### src/rtl/bus_arbiter.sv
// Two-master, one-slave classic-cycle arbiter for the bexkat1 memory bus.
// Grant is held per transaction; a watchdog aborts transactions that never see s_ack_i.
module bus_arbiter #(
   parameter int unsigned TIMEOUT = 255,
   parameter int unsigned CNT_W   = 16
) (
   input  logic        clk_i,
   input  logic        rst_ni,
   input  logic        m0_cyc_i,
   input  logic [31:0] m0_adr_i,
   input  logic [3:0]  m0_sel_i,
   output logic        m0_ack_o,
   output logic        m0_err_o,
   output logic [31:0] m0_dat_o,
   input  logic        m1_cyc_i,
   input  logic        m1_we_i,
   input  logic [31:0] m1_adr_i,
   input  logic [3:0]  m1_sel_i,
   input  logic [31:0] m1_dat_i,
   output logic        m1_ack_o,
   output logic        m1_err_o,
   output logic [31:0] m1_dat_o,
   output logic        s_cyc_o,
   output logic        s_we_o,
   output logic [31:0] s_adr_o,
   output logic [3:0]  s_sel_o,
   output logic [31:0] s_dat_o,
   input  logic        s_ack_i,
   input  logic [31:0] s_dat_i,
   output logic [1:0]  gnt_o
);

   typedef enum logic [1:0] {
      IDLE = 2'd0,
      OWN0 = 2'd1,
      OWN1 = 2'd2
   } state_t;

   localparam logic [CNT_W-1:0] CNT_LAST = CNT_W'(TIMEOUT - 1);

   state_t           state_q, state_d;
   logic [CNT_W-1:0] cnt_q, cnt_d;

   logic own0, own1, own_cyc, other_cyc, timeout, boundary;

   always_comb begin
      own0      = (state_q == OWN0);
      own1      = (state_q == OWN1);
      own_cyc   = (own0 & m0_cyc_i) | (own1 & m1_cyc_i);
      other_cyc = (own0 & m1_cyc_i) | (own1 & m0_cyc_i);
      timeout   = own_cyc & (cnt_q == CNT_LAST) & ~s_ack_i;
      boundary  = own_cyc & (s_ack_i | timeout);

      // An owner that drops cyc (flush) is rearbitrated exactly like IDLE.
      state_d = state_q;
      if (!own_cyc) begin
         if (m1_cyc_i)      state_d = OWN1;
         else if (m0_cyc_i) state_d = OWN0;
         else               state_d = IDLE;
      end else if (boundary && other_cyc) begin
         state_d = own0 ? OWN1 : OWN0;
      end

      cnt_d = '0;
      if (own_cyc && !s_ack_i && !timeout) cnt_d = cnt_q + 1'b1;
   end

   always_ff @(posedge clk_i or negedge rst_ni) begin
      if (!rst_ni) begin
         state_q <= IDLE;
         cnt_q   <= '0;
      end else begin
         state_q <= state_d;
         cnt_q   <= cnt_d;
      end
   end

   always_comb begin
      gnt_o    = {own1, own0};

      s_cyc_o  = own_cyc;
      s_we_o   = own1 & m1_we_i;
      s_adr_o  = own1 ? m1_adr_i : (own0 ? m0_adr_i : '0);
      s_sel_o  = own1 ? m1_sel_i : (own0 ? m0_sel_i : '0);
      s_dat_o  = own1 ? m1_dat_i : '0;

      m0_ack_o = own0 & m0_cyc_i & s_ack_i;
      m1_ack_o = own1 & m1_cyc_i & s_ack_i;
      m0_err_o = own0 & timeout;
      m1_err_o = own1 & timeout;
      m0_dat_o = s_dat_i;
      m1_dat_o = s_dat_i;
   end

endmodule

### config.mk
export PLATFORM = sky130hd
export DESIGN_NAME = bus_arbiter
export DESIGN_NICKNAME = d
export VERILOG_FILES = /design/src/rtl/bus_arbiter.sv
export SDC_FILE = /design/constraint.sdc
export NUM_CORES = 1
export LEC_CHECK = 0
export BUFFER_PORTS_ARGS = -buffer_cell sky130_fd_sc_hd__buf_2
export CAP_MARGIN = 0
export CORE_AREA = 4 4 107 109
export CTS_CLUSTER_SIZE = 16
export DETAILED_ROUTE_END_ITERATION = 8
export DIE_AREA = 0 0 111 113
export MAX_ROUTING_LAYER = met4
export PLACE_DENSITY = 0.51
export SYNTH_ARGS = -nofsm -noshare
export SYNTH_HDL_FRONTEND = slang
export SYNTH_SLANG_ARGS = --single-unit
### constraint.sdc
create_clock -name clk_i -period 2.6 [get_ports clk_i]
set_input_delay 0.39 -clock clk_i [delete_from_list [all_inputs] [get_ports clk_i]]
set_output_delay 0.39 -clock clk_i [all_outputs]
set_load 0.05 [all_outputs]
## Word level (Yosys, flattened, before mapping)

Index checks and enable logic that the tools add are counted.

- Bits in registers: 18
- Input bits: 142
- Logic and storage cells: 39

- Add/subtract/negate cells: 1
- Eq/ne operators: 4
- Mux-type cells: 11
- Bitwise gates (word level): 16
- Reductions and logical operators: 5

Operator list:

| kind | count |
|---|---|
| 32-bit 2-to-1 mux | 3 |
| 16-bit by 1-bit adder with 16-bit output (second input constant) | 1 |
| 16-bit by 8-bit equality test with 1-bit output (second input constant) | 1 |
| 16-bit 2-to-1 mux | 1 |
| 1-bit bitwise AND | 12 |
| 2-bit 2-to-1 mux | 4 |
| 4-bit 2-to-1 mux | 2 |
| 1-bit logical AND | 3 |
| 1-bit bitwise OR | 3 |
| 2-bit by 1-bit equality test with 1-bit output (second input constant) | 1 |
| 2-bit equality test (second input constant) | 1 |
| 1-bit zero test | 2 |
| 2-bit by 1-bit inequality test with 1-bit output (second input constant) | 1 |
| 1-bit 2-to-1 mux | 1 |
| 1-bit inverter | 1 |

## Longest topological paths before layout

Gate-level depths: netlist of the first run.

- Depth in word-level cells: 10
- Mapped depth: 8
- Mapped depth without buffers: 6

## Worst setup path before layout of the first run

No wires, ideal clock.

- Kind: flip-flop to output port
- Start point: reg cnt_q[0]
- End point: out m0_err_o
- Arrival: 2.501 ns
- Path slack: -0.291 ns
- Stages on the path, launching flop included: 7
- Buffers on the path: 0
- Cell sequence: dfrtp_1 > inv_1 > ha_1 > or4b_1 > nor3_2 > nand4_1 > nor3b_1

- Word-level cells in the longest chain between the ends: 4

RTL lines:

| item | RTL line | source |
|---|---|---|
| from (decl) | 42 | `logic [CNT_W-1:0] cnt_q, cnt_d;` |
| from (signal assigned) | 74 | `cnt_q <= cnt_d;` |
| 16-bit by 8-bit equality test with 1-bit output | 51 | `timeout = own_cyc & (cnt_q == CNT_LAST) & ~s_ack_i;` |
| 1-bit bitwise AND (2 in a row) | 51 |  |
| 1-bit bitwise AND | 89 | `m0_err_o = own0 & timeout;` |
| to (decl) | 13 | `output logic m0_err_o,` |

No other way between the ends.

## Worst setup path in the final report of the first run

Ends and elaborated chain as after synthesis.

==> metrics.md, run 1 <==
| Metric | Value |
|---|---|
| Total of fill cells in the finished design | 1168 |
| Total standard cell area after synthesis | 2040 um2 |
| Clock tree sinks | 18 |
| Routed vias | 2143 |
| Count of pins over their slew limit | 0 |
| Insertion delay of the later-clocked pin in the worst-skew pair | 0.25 ns |
| First-pass GRT wire length | 12600 um |
| # nets final | 510 |
| Routed met1 length | 3610 um |
| DR vias/cell | 4.24 |
| Highest ir drop seen on vdd | 0.000243 V |
| Final clock period utilization by the worst path | 97.0% |
| Initial cell density of the core | 19.2% |
| Die extent in y | 113 um |
| Vias in the first global route | 2110 |
| Max-cap viol count | 0 |
| Final weighted congestion of routability-driven global placement | 0.912 |
| Drc violations | 0 |
| Post-layout worst setup margin | 0.0778 ns |
| Worst path required time | 2.21 ns |
| Clk slew on worst S/H paths | 0.07 ns |
| Total Die Area | 12500 um2 |
| Dpl ws | 0.254 ns |
| Proportion of netlist area held by the largest area contributor | 24.3% |
| Warnings, synthesis | 0 |
| Routed length on met2 | 4100 um |
| Placement Rows | 38 |
| Detailed router's first-iteration violation count | 145 |
| Final setup fails | 0 |
| Signal arrival time at the worst endpoint | 2.13 ns |
| Highest clock frequency the design can meet | 0.396 GHz |
| DR pass1 iterations | 4 |
| Final worst clock skew | 0.00176 ns |
| Transition at the pin with the smallest max-transition slack | 0.427 ns |
| Max-slew headroom at the worst pin | 71.5% |
| Estimated wirelength of the detail-placed design | 7460 um |
| CP Class | flop to output pin |
| Leftover overflow at the end of global routing | 0 |
| Sequential cell area | 453 um2 |
| GRT Util Overall | 13.3% |
| Number of buffer cells added on primary ports | 185 |
| Top post-synthesis cells by count | sky130_fd_sc_hd__buf_4, sky130_fd_sc_hd__a22o_1, sky130_fd_sc_hd__and2_1 |
| Top post-synthesis cells by area | sky130_fd_sc_hd__buf_4, sky130_fd_sc_hd__dfrtp_1, sky130_fd_sc_hd__a22o_1 |
| Routed wire length on met3 | 964 um |
| Run status | finished, final reports clean |
| Crit path max fanout | 6 |
| Layout area overhead | 33.0% |
| Reported leakage power | 1.47 nW |
| Clock tree from TritonCTS | done |
| Layout cells sized above 1 | 55.9% |
| Multi-input gate area in the final layout | 1050 um2 |
| Core Area | 10600 um2 |
| Largest area contributor in the netlist | sky130_fd_sc_hd__buf_4 |
| Final-report hold violation count | 0 |
| Maximum number of pins on one net before global-route repair | 41 |
| Diodes inserted | 0 |
| Sum of negative setup slack | 0 ns |
| Detail Route Antenna Nets | 0 |
| Proportion of synthesized chip area in sequential cells | 22.1% |
| H-Tree Level Count | 1 |
| Top-count cell post-synth | sky130_fd_sc_hd__buf_4 |
| Fraction of registers with async set or reset after synthesis | 100% |
| Cell at the root of the clock tree | sky130_fd_sc_hd__clkbuf_8 |
| Unrepaired setup endpoints after global routing | yes |
| Number of buffers on the longest clock path | 2 |
| Final min period | 2.52 ns |
| EDFF count, synth | 0 |
| Crit path capture type | output pin |
| Post-synthesis cell type count | 31 |
| Cell Pwr Density | 540 nW/um2 |
| Net count after synthesis | 394 |
| Average detailed-routed wire length per instance | 17.3 um |
| Startpoint Class | flop |
| Top metal layer carrying routed signals | met4 |
| Synthesized instance count | 250 |
| Post-synthesis register bit count | 18 |
| Count of pins on the block boundary | 282 |
| CTS Buf Count | 3 |
| Total Wirelength | 8730 um |
| Min-delay worst type | input pin to asynchronous set/reset pin |
| Width of the chip | 111 um |
| Number of antenna violations at the first check in global routing | 0 |
| Top_reg_cell synth | sky130_fd_sc_hd__dfrtp_1 |
| Per-instance average area after synthesis | 8.15 um2 |
## path summary, 6_finish.rpt
check	start	to	slack, ns	depth (start not counted)
min in group clk_i	m1_cyc_i	state_q[1]	0.42	3
worst max-delay path	cnt_q[0]	m0_err_o	0.08	7
worst min register to register	cnt_q[0]	cnt_q[0]	0.51	1
max in group asynchronous	rst_ni	cnt_q[0]	2.21	1
worst max register to register	cnt_q[0]	state_q[0]	0.51	6
worst min-delay path	rst_ni	cnt_q[2]	0.07	1
## through the flow
step / utilization, % / power, mW / cells / instance area (um2) / hold WS (ns)
3_3_place_gp: 24.7 / 1.24 / 500 / 2620 / 0.350
6_report: 25.6 / 1.46 / 505 / 2710 / 0.0695
4_1_cts: 25.2 / 1.48 / 504 / 2680 / 0.0759
2_1_floorplan: - / 1.24 / 250 / 2040 / 0.0944
5_1_grt: 25.6 / 1.55 / 505 / 2710 / 0.0780
3_5_place_dp: 24.7 / 1.25 / 500 / 2620 / 0.351
## report_power, final
part	internal (mW)	switching (mW)	leakage (nW)
Combinational	0.249	0.693	1.20
Sequential	0.286	0.0100	0.244
Clock	0.134	0.0921	0.0288
## cell families after synthesis
logic type / count (synthesis) / synth area share (%)
multiplexers: 2 / 1.23
AND/OR/NAND/NOR: 93 / 24.9
XOR/XNOR: 14 / 6.02
adder cells (fa/ha/maj): 2 / 1.23
flip-flops: 18 / 22.1
buffers and inverters: 82 / 28.0
AO/OA/AOI/OAI: 39 / 16.6
## worst max-delay path, cell delays in order (launching register included)
cell and delay [ns]:
sky130_fd_sc_hd__dfrtp_2 0.44, sky130_fd_sc_hd__inv_2 0.08, sky130_fd_sc_hd__ha_4 0.11, sky130_fd_sc_hd__or4b_4 0.47
sky130_fd_sc_hd__nor3_4 0.20, sky130_fd_sc_hd__nand4_1 0.16, sky130_fd_sc_hd__nor3b_2 0.23, sky130_fd_sc_hd__buf_6 0.19
## cell type report
cell class | count | share of cell area (%)
Clock buffer | 4 | 2.03
Inverter | 3 | 0.415
Multi-Input combinational cell | 150 | 38.6
Sequential cell | 18 | 16.7
Tap cell | 140 | 6.46
Timing Repair Buffer | 190 | 35.8
## timing repair
action,in CTS,in global routing
setup endpoints to repair,1,2
hold buffers,0,0
setup buffers,0,1
pin swaps,0,4
resized for setup,1,8
## registers in the layout, summed over array words and instances, names as in the netlist
signal   flops
state_q      2
cnt_q       16
## routing by layer
metal  vias to the layer above  GRT usage (%)
met3                         4           5.94
met1                       985           16.9
met4                         0           2.38
met5                         -              -
li1                       1016              -
met2                       138           19.8
## placed cells by master, fill, tap and decap left out, drive strengths merged
| master | synthesis | layout |
|---|---|---|
| xor2 | 2 | 2 |
| and2 | 33 | 33 |
| nand2 | 7 | 7 |
| nor4 | 4 | 4 |
| or4b | 1 | 1 |
| mux2 | 1 | 1 |
| a21bo | 1 | 1 |
| nand2b | 1 | 1 |
| nand3 | 6 | 6 |
| nor3b | 1 | 1 |
| nand4 | 6 | 6 |
| clkbuf | 10 | 4 |
| a22o | 36 | 36 |
| a21boi | 1 | 1 |
| ha | 2 | 2 |
| xnor2 | 12 | 12 |
| a21oi | 1 | 1 |
| dfrtp | 18 | 18 |
| inv | 2 | 3 |
| buf | 69 | 190 |
| nor3 | 6 | 6 |
| or3 | 1 | 1 |
| nand3b | 2 | 2 |
| mux2i | 1 | 1 |
| and3 | 2 | 2 |
| nor2b | 1 | 1 |
| nor2 | 22 | 22 |
No activity file was read; power rests on OpenSTA's default activity.
==> run 2, diff against run 1 <==
==> constraint.sdc (replaced) <==
create_clock -name clk_i -period 2.6 [get_ports clk_i]
set_input_delay 0.39 -clock clk_i [delete_from_list [all_inputs] [get_ports clk_i]]
set_output_delay 0.39 -clock clk_i [all_outputs]
set_load 0.01 [all_outputs]
==> metrics.md, run 2 (synthesis gave the netlist of run 1 again) <==
| Metric | Value |
|---|---|
| Run status | finished, final reports clean |
| Layout area overhead | 31.1% |
| Final core occ | 25.2% (-0.37 points) |
| Insertion delay of the later-clocked pin in the worst-skew pair | 0.26 ns (about the same) |
| Reported leakage power | 1.47 nW (-0.17%) |
| Average detailed-routed wire length per instance | 17.2 um (-0.37%) |
| Reg2reg setup slack | 0.51 ns (about the same) |
| Transition at the pin with the smallest max-transition slack | 0.418 ns (-0.00944 ns) |
| Number of antenna violations at the first check in global routing | 0 (unchanged) |
| Number of buffers on the longest clock path | 2 (unchanged) |
| Vias in the first global route | 2106 (-0.19%) |
| Regs by FF count | cnt_q (16), state_q (2) |
| Startpoint Class | flop |
| CTS Buf Count | 3 (unchanged) |
| Die extent in y | 113 um (unchanged) |
| Post-layout worst setup margin | 0.177 ns (+0.0995 ns) |
| Leftover overflow at the end of global routing | 0 (unchanged) |
| Sum of negative setup slack | 0 ns (unchanged) |
| Cell Pwr Density | 398 nW/um2 (-26%) |
| Count of pins over their slew limit | 0 (unchanged) |
| H-Tree Level Count | 1 (unchanged) |
| Total Wirelength | 8660 um (-0.77%) |
| Cell at the root of the clock tree | sky130_fd_sc_hd__clkbuf_8 |
| Setup Fix Bufs, Post-CTS | 0 (unchanged) |
| Register ranked first by flip-flop count | cnt_q |
| Drc violations | 0 (unchanged) |
| Max-slew headroom at the worst pin | 72.1% (+0.63 points) |
| Crit path capture type | output pin |
| Total Die Area | 12500 um2 (unchanged) |
| Highest ir drop seen on vdd | 0.000138 V (-43%) |
| Final setup fails | 0 (unchanged) |
| Detail Route Antenna Nets | 0 (unchanged) |
| Highest clock frequency the design can meet | 0.413 GHz (+4.1%) |
| Core Area | 10600 um2 (unchanged) |
| Diodes inserted | 0 (unchanged) |
| Signal arrival time at the worst endpoint | 2.03 ns (-0.10 ns) |
| CTS Hold Bufs | 0 (unchanged) |
| Number of placed cells counting well taps | 499 (-0.20%) |
| Min-delay worst type | input pin to asynchronous set/reset pin |
| Number of flip-flops in the largest register | 16 (unchanged) |
| Crit path max fanout | 8 (+2) |
| DR vias/cell | 4.32 (+1.9%) |
| Layout cells sized above 1 | 54.0% (-1.9 points) |
| Placement Rows | 38 (unchanged) |
| Worst path required time | 2.21 ns (about the same) |
| Hold Worst Slack | 0.0548 ns (-0.0147 ns) |
| Leading cell types in the layout, fill and taps excluded | sky130_fd_sc_hd__buf_2, sky130_fd_sc_hd__a22o_1, sky130_fd_sc_hd__and2_1, sky130_fd_sc_hd__nor2_1, sky130_fd_sc_hd__dfrtp_1 |
| Number of gates resized after CTS | 0 (-1) |
| Routed vias | 2175 (+1.5%) |
| Total Power | 1.06 mW (-27%) |
| Detailed router's first-iteration violation count | 121 (-17%) |
| Max-cap viol count | 0 (unchanged) |
| Count of pins on the block boundary | 282 (unchanged) |
| Initial cell density of the core | 19.2% (unchanged) |
| DR pass1 iterations | 6 (+2) |
| Non-filler cells, final | 503 (-0.40%) |
| Clock tree from TritonCTS | done |
| Post-layout instance area | 2670 um2 (-1.4%) |
| Endpoint of the most critical register-to-register path | state_q[0] |
| First-pass GRT wire length | 13000 um (+2.8%) |
| Estimated wirelength of the detail-placed design | 7290 um (-2.2%) |
| Critical register-to-register path startpoint | cnt_q[0] |
| Final worst clock skew | 0.00582 ns (+0.00406 ns) |
| # nets final | 508 (-0.39%) |
| Final-report hold violation count | 0 (unchanged) |
| Dpl ws | 0.453 ns (+0.198 ns) |
| Clock tree sinks | 18 (unchanged) |
| Unrepaired setup endpoints after global routing | no |
| Leading cell type in the layout, fill and taps excluded | sky130_fd_sc_hd__buf_2 |
| Placed instance area | 2620 um2 (unchanged) |
| GRT Util Overall | 13.3% (about the same) |
| Final min period | 2.42 ns (-0.0995 ns) |
| CP Class | flop to output pin |
| Width of the chip | 111 um (unchanged) |
| Maximum number of pins on one net before global-route repair | 51 (+24%) |
| Final weighted congestion of routability-driven global placement | 0.838 (-8.0%) |
| Clk slew on worst S/H paths | 0.07 ns (about the same) |
| Number of buffer cells added on primary ports | 185 (unchanged) |
| Final clock period utilization by the worst path | 93.2% (-3.8 points) |
| Number of cell instances on the worst register-to-register path | 6 (unchanged) |
-- run 2: worst max path at each step --
stage,from,endpoint,cells past startpoint
floorplan,cnt_q[0],m0_err_o,6
global placement,cnt_q[0],m0_err_o,7
detailed placement,cnt_q[0],m0_err_o,7
CTS,cnt_q[0],m0_err_o,7
global route,cnt_q[0],m0_err_o,7
finish,cnt_q[0],m0_err_o,7
-- run 2: critical path, stage by stage, from the launching register on --
cell                      delay [ns]
sky130_fd_sc_hd__dfrtp_1        0.45
sky130_fd_sc_hd__inv_1          0.09
sky130_fd_sc_hd__ha_1           0.13
sky130_fd_sc_hd__or4b_1         0.44
sky130_fd_sc_hd__nor3_2         0.15
sky130_fd_sc_hd__nand4_1        0.14
sky130_fd_sc_hd__nor3b_1        0.20
sky130_fd_sc_hd__buf_2          0.16
-- run 2: area by class of cell --
| type | instances | area (um2) |
|---|---|---|
| fill | 1173 | 7930 |
| multi-input combinational | 150 | 1020 |
| timing repair buffer | 188 | 961 |
| sequential | 18 | 450 |
| tap | 140 | 175 |
| clock buffer | 4 | 55.1 |
| inverter | 3 | 11.3 |
-- run 2: metal layers --
layer / vias up / GRT usage, % / part of all wire [%]
met1: 995 / 18.0 / 44
met3: 15 / 4.55 / 9.5
met4: 0 / 2.71 / 1.5
met2: 151 / 19.3 / 45
met5: - / - / 0
li1: 1014 / - / -
-- run 2: where the power goes --
part           internal [mW]  leakage [nW]  switching [mW]  total [mW]
Sequential             0.285         0.248         0.00890       0.294
Clock                  0.135        0.0288          0.0996       0.234
Combinational          0.248          1.19           0.287       0.534
==> run 3, diff against run 2 <==
--- a/config.mk
+++ b/config.mk
@@ -11,8 +11,9 @@
 export CTS_CLUSTER_SIZE = 16
 export DETAILED_ROUTE_END_ITERATION = 8
 export DIE_AREA = 0 0 111 113
+export HOLD_SLACK_MARGIN = 0.15
 export MAX_ROUTING_LAYER = met4
-export PLACE_DENSITY = 0.51
+export PLACE_DENSITY = 0.56
 export SYNTH_ARGS = -nofsm -noshare
 export SYNTH_HDL_FRONTEND = slang
 export SYNTH_SLANG_ARGS = --single-unit
==> metrics.md, run 3 (synthesis gave the netlist of run 1 again) <==
| Metric | Value |
|---|---|
| Run status | finished, final reports clean |
| Cell at the root of the clock tree | sky130_fd_sc_hd__clkbuf_8 |
| Dpl ws | 0.439 ns (-0.0137 ns) |
| Leading cell types in the layout, fill and taps excluded | sky130_fd_sc_hd__buf_2, sky130_fd_sc_hd__a22o_1, sky130_fd_sc_hd__and2_1, sky130_fd_sc_hd__nor2_1, sky130_fd_sc_hd__dfrtp_1 |
| Endpoint of the most critical register-to-register path | state_q[0] |
| Total Wirelength | 9090 um (+4.9%) |
| GRT Util Overall | 13.3% (about the same) |
| Transition at the pin with the smallest max-transition slack | 0.416 ns (-0.00185 ns) |
| Vias in the first global route | 2171 (+3.1%) |
| Reported leakage power | 1.47 nW (+0.23%) |
| Global-route met2 utilization | 19.6% (+0.24 points) |
| Crit path max fanout | 8 (unchanged) |
| Count of pins over their slew limit | 0 (unchanged) |
| Final core occ | 25.4% (+0.15 points) |
| Highest ir drop seen on vdd | 0.000162 V (+17%) |
| Die extent in y | 113 um (unchanged) |
| Number of antenna violations at the first check in global routing | 0 (unchanged) |
| Post-layout instance area | 2690 um2 (+0.61%) |
| Unrepaired setup endpoints after global routing | no |
| Initial cell density of the core | 19.2% (unchanged) |
| Final-report hold violation count | 0 (unchanged) |
| Startpoint Class | flop |
| Crit path capture type | output pin |
| Count of pins on the block boundary | 282 (unchanged) |
| Layout cells sized above 1 | 54.4% (+0.40 points) |
| Non-filler cells, final | 504 (+0.20%) |
| Critical register-to-register path startpoint | cnt_q[0] |
| DR pass1 iterations | 4 (-2) |
| Sum of negative setup slack | 0 ns (unchanged) |
| Layout area overhead | 31.9% |
| Signal arrival time at the worst endpoint | 2.01 ns (-0.02 ns) |
| Launch point of the critical path | cnt_q[0] |
| Placed instance area | 2620 um2 (unchanged) |
| Estimated wirelength of the detail-placed design | 7650 um (+4.9%) |
| First-pass GRT wire length | 12800 um (-1.4%) |
| Highest clock frequency the design can meet | 0.417 GHz (+1.1%) |
| # nets final | 509 (+0.20%) |
| Number of buffers on the longest clock path | 2 (unchanged) |
| Worst path required time | 2.21 ns (about the same) |
| Routed vias | 2170 (-0.23%) |
| Number of flip-flops in the largest register | 16 (unchanged) |
| Clock tree from TritonCTS | done |
| CTS Buf Count | 3 (unchanged) |
| Post-layout worst setup margin | 0.205 ns (+0.0275 ns) |
| Placement Rows | 38 (unchanged) |
| Final setup fails | 0 (unchanged) |
| Most heavily used metal layer in global routing | met2 |
| Leftover overflow at the end of global routing | 0 (unchanged) |
| CP Class | flop to output pin |
| Number of cell instances on the worst register-to-register path | 6 (unchanged) |
| Width of the chip | 111 um (unchanged) |
| Detailed router's first-iteration violation count | 152 (+26%) |
| Leading cell type in the layout, fill and taps excluded | sky130_fd_sc_hd__buf_2 |
| Total Die Area | 12500 um2 (unchanged) |
| Final weighted congestion of routability-driven global placement | 0.937 (+12%) |
| Met3 track utilization from global routing | 4.97% (+0.43 points) |
| Final min period | 2.40 ns (-0.0275 ns) |
| Regs by FF count | cnt_q (16), state_q (2) |
| Total of fill cells in the finished design | 1187 (+1.2%) |
| Detail Route Antenna Nets | 0 (unchanged) |
| Final clock period utilization by the worst path | 92.1% (-1.1 points) |
| Cell Pwr Density | 393 nW/um2 (-1.1%) |
| Number of placed cells counting well taps | 499 (unchanged) |
| H-Tree Level Count | 1 (unchanged) |
| Start point of the worst min-delay path | m1_cyc_i |
| Diodes inserted | 0 (unchanged) |
| Number of buffer cells added on primary ports | 185 (unchanged) |
| DR vias/cell | 4.31 (-0.43%) |
| Final worst clock skew | 0.000885 ns (-0.00494 ns) |
| Average detailed-routed wire length per instance | 18.0 um (+4.7%) |
| Min-delay worst type | input pin to flop |
| Maximum number of pins on one net before global-route repair | 72 (+41%) |
| Clk slew on worst S/H paths | 0.07 ns (about the same) |
| Drc violations | 0 (unchanged) |
| Reg2reg setup slack | 0.72 ns (+0.21 ns) |
| Insertion delay of the later-clocked pin in the worst-skew pair | 0.25 ns (about the same) |
| Grt met1 use | 17.9% (-0.16 points) |
| Clock tree sinks | 18 (unchanged) |
| Setup Fix Bufs, Post-CTS | 0 (unchanged) |
| Max-cap viol count | 0 (unchanged) |
| Core Area | 10600 um2 (unchanged) |
| Register ranked first by flip-flop count | cnt_q |
| Max-slew headroom at the worst pin | 72.3% (+0.12 points) |
| Capturing element of the worst setup path | m0_err_o |
run 3: cell count changes in the layout (fill, tap and decap cells not counted), sizes merged:
cell / previous run / this run
dlygate4sd3: 0 / 1
run 3: area by class of cell:
| cell class | instances | area, um2 | area share (%) |
|---|---|---|---|
| Inverter | 3 | 11.3 | 0.419 |
| Sequential cell | 18 | 452 | 16.8 |
| Timing Repair Buffer | 189 | 971 | 36.1 |
| Clock buffer | 4 | 55.1 | 2.05 |
| Multi-Input combinational cell | 150 | 1020 | 38.1 |
| Tap cell | 140 | 175 | 6.51 |
run 3: routing by layer:
metal  wire (um)  vias up
li1            -     1018
met5           0        -
met2        4090      145
met4          68        0
met1        4020      999
met3         903        8
run 3: metrics by stage:
stage          hold slack, ns  power, mW
5_1_grt                 0.472       1.12
3_5_place_dp            0.345      0.837
3_3_place_gp            0.340      0.836
4_1_cts                 0.456       1.07
6_report                0.446       1.06
2_1_floorplan          0.0944      0.667
run 3: how the worst min path moves through the flow:
stage               slack [ns]          to  cells past startpoint
floorplan                 0.09    cnt_q[0]                      0
global placement          0.34    cnt_q[6]                      1
detailed placement        0.34    cnt_q[6]                      1
CTS                       0.46  state_q[1]                      3
global route              0.47  state_q[1]                      3
finish                    0.45  state_q[1]                      3
run 3: timing repair:
| item | in CTS | in global routing |
|---|---|---|
| hold buffers | 1 | 0 |
| hold endpoints to repair | 18 | 0 |
| endpoints found under the setup margin | 0 | 1 |
| gates resized for setup | 0 | 2 |
run 3: report_power, final:
group	switching (mW)	internal [mW]	leakage [nW]
Combinational	0.288	0.249	1.20
Clock	0.0907	0.134	0.0288
Sequential	0.00949	0.286	0.246
run 3: worst max-delay path, stage by stage, from the launching register on:
cell	delay [ns]
sky130_fd_sc_hd__dfrtp_2	0.46
sky130_fd_sc_hd__inv_1	0.07
sky130_fd_sc_hd__ha_1	0.14
sky130_fd_sc_hd__or4b_1	0.45
sky130_fd_sc_hd__nor3_2	0.15
sky130_fd_sc_hd__nand4_1	0.16
sky130_fd_sc_hd__nor3b_2	0.19
sky130_fd_sc_hd__buf_2	0.14
